$ cat src/rtl/regfile_scoreboard.sv
// Multi-ported register file with a per-register busy scoreboard for tracking
// outstanding destination writes, with optional write-to-read forwarding.
module regfile_scoreboard #(
    parameter int ADDR_WIDTH = 5,
    parameter int DATA_WIDTH = 32,
    parameter int NUM_RPORTS = 2,
    parameter int NUM_WPORTS = 2,
    parameter int BYPASS     = 1,
    parameter int ZERO_REG   = 1,
    localparam int NUM_WORDS = 2 ** ADDR_WIDTH
) (
    input  logic                                   clk_i,
    input  logic                                   rst_i,
    input  logic [NUM_RPORTS-1:0][ADDR_WIDTH-1:0]  raddr_i,
    output logic [NUM_RPORTS-1:0][DATA_WIDTH-1:0]  rdata_o,
    output logic [NUM_RPORTS-1:0]                  rbusy_o,
    input  logic [NUM_WPORTS-1:0]                  we_i,
    input  logic [NUM_WPORTS-1:0][ADDR_WIDTH-1:0]  waddr_i,
    input  logic [NUM_WPORTS-1:0][DATA_WIDTH-1:0]  wdata_i,
    input  logic                                   rsv_valid_i,
    input  logic [ADDR_WIDTH-1:0]                  rsv_addr_i,
    output logic                                   rsv_ready_o,
    input  logic                                   flush_i,
    output logic [NUM_WORDS-1:0]                   busy_o
);

    logic [NUM_WORDS-1:0][DATA_WIDTH-1:0] regs;
    logic [NUM_WORDS-1:0]                 busy;
    logic                                 rsv_write_hit;
    logic                                 rsv_accept;

    // Ascending port scan so the highest-indexed matching writer is forwarded last.
    always_comb begin
        for (int r = 0; r < NUM_RPORTS; r++) begin
            rdata_o[r] = regs[raddr_i[r]];
            rbusy_o[r] = busy[raddr_i[r]];
            if (BYPASS != 0) begin
                for (int p = 0; p < NUM_WPORTS; p++) begin
                    if (we_i[p] && (waddr_i[p] == raddr_i[r])) begin
                        rdata_o[r] = wdata_i[p];
                        rbusy_o[r] = 1'b0;
                    end
                end
            end
            if ((ZERO_REG != 0) && (raddr_i[r] == '0)) begin
                rdata_o[r] = '0;
            end
        end
    end

    always_comb begin
        rsv_write_hit = 1'b0;
        for (int p = 0; p < NUM_WPORTS; p++) begin
            if (we_i[p] && (waddr_i[p] == rsv_addr_i)) begin
                rsv_write_hit = 1'b1;
            end
        end
    end

    assign rsv_accept  = rsv_valid_i && (!busy[rsv_addr_i] || rsv_write_hit) && !flush_i;
    assign rsv_ready_o = rsv_accept;
    assign busy_o      = busy;

    // Statement order sets priority: writes clear busy, then a reservation re-sets
    // it, and a flush overrides every busy update but leaves data writes alone.
    always_ff @(posedge clk_i) begin
        if (rst_i) begin
            regs <= '0;
            busy <= '0;
        end else begin
            for (int p = 0; p < NUM_WPORTS; p++) begin
                if (we_i[p] && !((ZERO_REG != 0) && (waddr_i[p] == '0))) begin
                    regs[waddr_i[p]] <= wdata_i[p];
                    busy[waddr_i[p]] <= 1'b0;
                end
            end
            if (flush_i) begin
                busy <= '0;
            end else if (rsv_accept && !((ZERO_REG != 0) && (rsv_addr_i == '0))) begin
                busy[rsv_addr_i] <= 1'b1;
            end
        end
    end

endmodule

$ cat config.mk
export PLATFORM = sky130hd
export DESIGN_NAME = regfile_scoreboard
export DESIGN_NICKNAME = d
export VERILOG_FILES = /design/src/rtl/regfile_scoreboard.sv
export SDC_FILE = /design/constraint.sdc
export NUM_CORES = 2
export LEC_CHECK = 0
export CAP_MARGIN = 20
export CELL_PAD_IN_SITES_DETAIL_PLACEMENT = 1
export CELL_PAD_IN_SITES_GLOBAL_PLACEMENT = 2
export CORE_MARGIN = 2
export CORE_UTILIZATION = 36
export CTS_CLUSTER_DIAMETER = 50
export CTS_CLUSTER_SIZE = 14
export DETAILED_ROUTE_END_ITERATION = 7
export HOLD_SLACK_MARGIN = 0.02
export PLACE_DENSITY_LB_ADDON = 0.1
export RECOVER_POWER = 100
export SYNTH_ARGS = -nofsm -noshare
export SYNTH_HDL_FRONTEND = slang
export SYNTH_SLANG_ARGS = --single-unit
$ cat constraint.sdc
create_clock -name clk_i -period 3 [get_ports clk_i]
set_input_delay 0.6 -clock clk_i [delete_from_list [all_inputs] [get_ports clk_i]]
set_output_delay 0.6 -clock clk_i [all_outputs]
set_load 0.03 [all_outputs]
== Word-level counts from Yosys, hierarchy flattened ==
Index checks and enable logic that the tools add are counted.

* Register bits: 1056
* Input bits: 95
* Word-level logic and storage cells: 120

* Magnitude comparators: 8
* Equality and inequality tests: 6
* Multiplexer cells: 42
* Bitwise logic cells: 5
* Reduce and logical (&&, ||, !) cells: 26

{| class="wikitable"
|+ Operators by type and width
! operator !! number
|-
| 2-to-1 mux 1024 bit || 3
|-
| bitwise mux 1024 bit || 2
|-
| 2-to-1 mux 32 bit || 15
|-
| binary-select mux 32 bit (select 5 bit) || 2
|-
| demux 32 bit (select 5 bit) || 2
|-
| bitwise AND 32 bit || 2
|-
| NOT 32 bit || 2
|-
| OR 32 bit || 1
|-
| == test 5 bit || 6
|-
| less-than comparator 5 x 6 -> 1 bit (second input constant) || 5
|-
| logical NOT 5 bit || 5
|-
| binary-select mux 1 bit (select 5 bit) || 3
|-
| demux 1 bit (select 5 bit) || 3
|-
| greater-or-equal comparator 5 x 1 -> 1 bit (second input constant) || 3
|-
| logical AND 1 bit || 14
|-
| 2-to-1 mux 1 bit || 12
|-
| logical NOT 1 bit || 5
|-
| OR reduction 2 bit || 1
|-
| logical OR 1 bit || 1
|}

== Logic depth before layout (Yosys ltp) ==
* Depth in word-level cells: 13
* Gate-level depth with buffers: 11

== Least setup slack after synthesis ==
OpenSTA, ideal clock, no wires.

* Path type: input port to output port
* Start: input raddr_i[2] (netlist bit)
* End: output rdata_o[12] (netlist bit)
* Arrival time: 3.263 ns
* Data required time: 2.400 ns
* Slack: -0.863 ns
* Stages on the path: 7
* Cells stage by stage: buf_2 buf_2 nor2_1 clkbuf_1 a22o_1 a221oi_1 a2111oi_0

{| class="wikitable"
|+ RTL lines
! what !! RTL line !! RTL
|-
| start: declaration || 14 || <nowiki>input logic [NUM_RPORTS-1:0][ADDR_WIDTH-1:0] raddr_i,</nowiki>
|-
| end: declaration || 15 || <nowiki>output logic [NUM_RPORTS-1:0][DATA_WIDTH-1:0] rdata_o,</nowiki>
|}

==> impl_metrics.ini <==
[status]
status = complete, but fails checks
violations = max-capacitance violations, max-slew violations, negative setup slack

[floorplanning]
core_um2 = 181000
die_x_um = 431
die_area_um2 = 186000
io_pins = 194
fp.dieH_um = 431
fp-row-count = 156
initial_utilization_pct = 36.3

[final_layout]
multiInputGateArea_um2 = 43800
design_area_um2 = 88800
fin_nets = 7592
area_growth_syn_to_layout_pct = 35.4
regArea_um2 = 21300
fill_cells = 19334
drive_above_1_share_pct = 32.0

[sta]
drv_slew = 78
tightest_slew_ns = 1.97
min_period_ns = 3.37
hold_viol = 0
finalSetupTns_ns = -19.62
hold_slack_ns = 0.429
rsz0062_at_grt = yes
fmax_mhz = 297
relSlewSlack_pct = -31.2
finalWorstSetupSlack_ns = -0.367
finalCritPeriodShare_pct = 112
finClkSkew_ns = 0.00850
setup_viol = 135

[yosys]
synth_top_area_share_pct = 32.2
syn_area_um2 = 65600
ys.warnings.count = 0
ys_ff_latch = 1056
synth_nets = 7218
synth_async_sr_flop_share_pct = 0
synth_edf_count = 0
synth.avg_cell_area_um2 = 9.21
yosys_most_used_dff = dfxtp_1
ys_seq_area_share_pct = 32.2
syn_inst = 7123
synth.area.top_cells = dfxtp_1, mux2i_1, mux4_2, a211oi_1, nor2_1
synth_most_common_cell = dfxtp_1
ys_types = 64
yosys-top-cells-count = dfxtp_1, nor2_1, mux2i_1
synth_top_cell_by_area = dfxtp_1

[grt]
grt-ovfl-total = 0
grt_pass1_vias = 66317
grt_usage_pct = 37.5
antenna_found_initial = 22
grt_max_degree = 134
grt_pass1_wl_mm = 507

[setup_path]
cp.arrival_ns = 2.77
required_ns = 2.40
worstSetupPathType = in -> out
crit_path_end_kind = output port
crit_fanout = 8
start_kind = input pin

[drt]
drt_iter0_drc = 6796
vias = 65943
wl_per_cell_um = 36.1
drc = 0
dr.pass1.iters = 8
ant_nets = 0
viasPerCell = 6.59
totalWireLength_mm = 361

[clock_tree]
clkTransAtPathRegs_ns = 0.06
cts_sinks = 1056
cts_inserted_buffers = 164
clkLatencyLatePin_ns = 0.82
clockRootBuffer = clkbuf_16
htreeDepth = 4
ctsHoldBuffers = 0
cts_tree = done
clk_path_buf_depth = 3

[place]
dpl_cell_area_um2 = 77100
port_buffers = 193
gp_congestion = 0.977
hpwl_mm = 239
pre_cts_ws_ns = -0.822

[power]
irDropWorstVdd_mv = 0.426
total_power_mw = 42.2
leakagePower_nw = 34.1
power_density_nw_per_um2 = 475

[worst_hold_path]
hold_class = in -> reg

[run]
max-cap-violations = 1
==> what timing repair did <==
action,in CTS,in global routing
cloned,28,7
pin swaps,171,138
gates resized for setup,756,327
endpoints found under the setup margin,67,67
buffers inserted,116,80
==> routing by layer <==
layer	share of wire [%]	track usage, %
met1	41	49.2
met2	45	58.6
met3	7.9	7.16
met4	5.9	19.1
met5	0.016	0
==> kinds of logic (layout without fill, tap and decap cells) <==
kind of cell | Yosys count | in the layout | synth area share [%]
AO/OA/AOI/OAI | 1542 | 1542 | 18.2
multiplexers | 1407 | 1407 | 28.7
other | 0 | 7 | 0
flip-flops | 1056 | 1056 | 32.2
XOR/XNOR | 30 | 30 | 0.401
buffers and inverters | 1038 | 1547 | 7.04
AND/OR/NAND/NOR | 2050 | 2050 | 13.4
==> placed cells by master (no fill, tap or decap), types with 33 or more instances in the layout <==
cell and count:
nor2_1 1018, mux2i_1 980, dfxtp_1 924, a211oi_1 741, buf_4 520, mux4_2 380, nand3_1 345, nand2_1 333
buf_12 317, a311oi_1 266, clkbuf_16 174, dfxtp_2 123, a22oi_1 110, buf_6 102, clkdlybuf4s50_1 68, nor2b_1 56
o21ai_0 45, clkbuf_2 42, nand2_4 40, a221oi_2 39, buf_16 38, a22oi_2 37, inv_6 34, a2111oi_4 33
==> sequential cells by signal, summed over array words and instances, names as in the netlist <==
name	flops
regs	1024
busy_o	32
==> where the power goes <==
| part | total [mW] | internal (mW) | leakage [nW] | switching [mW] |
|---|---|---|---|---|
| Sequential | 14.5 | 14.3 | 8.60 | 0.225 |
| Combinational | 7.12 | 2.95 | 22.7 | 4.17 |
| Clock | 20.5 | 12.4 | 2.78 | 8.10 |
==> final cells by class <==
| class | count | share of cell area [%] |
|---|---|---|
| tap | 2370 | 3.34 |
| sequential | 1056 | 24.0 |
| timing repair buffer | 1215 | 16.8 |
| inverter | 31 | 0.131 |
| clock buffer | 197 | 4.95 |
| multi-input combinational | 5029 | 49.3 |
| antenna | 7 | 0.0197 |
| clock inverter | 104 | 1.49 |
==> stage by stage <==
stage,util (%),std cells
2_1_floorplan,-,7123
3_3_place_gp,42.6,9514
3_5_place_dp,42.6,9516
4_1_cts,48.4,9934
5_1_grt,49.1,10008
6_report,49.1,10009
==> worst max-delay path: stages <==
cell       delay, ns
buf_16          0.14
buf_12          0.14
xnor2_2         0.14
nand4_1         0.28
buf_4           0.25
nor2_4          0.22
buf_6           0.15
buf_16          0.16
a2111oi_4       0.06
buf_4           0.16
o21ai_4         0.28
buf_12          0.17
==> worst paths after layout <==
check                              startpoint     endpoint  slack, ns  depth (start not counted)
worst max-delay path               raddr_i[8]  rdata_o[50]      -0.37                         12
worst min-delay path            rsv_addr_i[3]    busy_o[2]       0.43                          5
worst max register to register     busy_o[10]    busy_o[3]       0.48                         10
worst min register to register        regs[7]      regs[7]       0.49                          1
No activity file was read; power rests on OpenSTA's default activity.
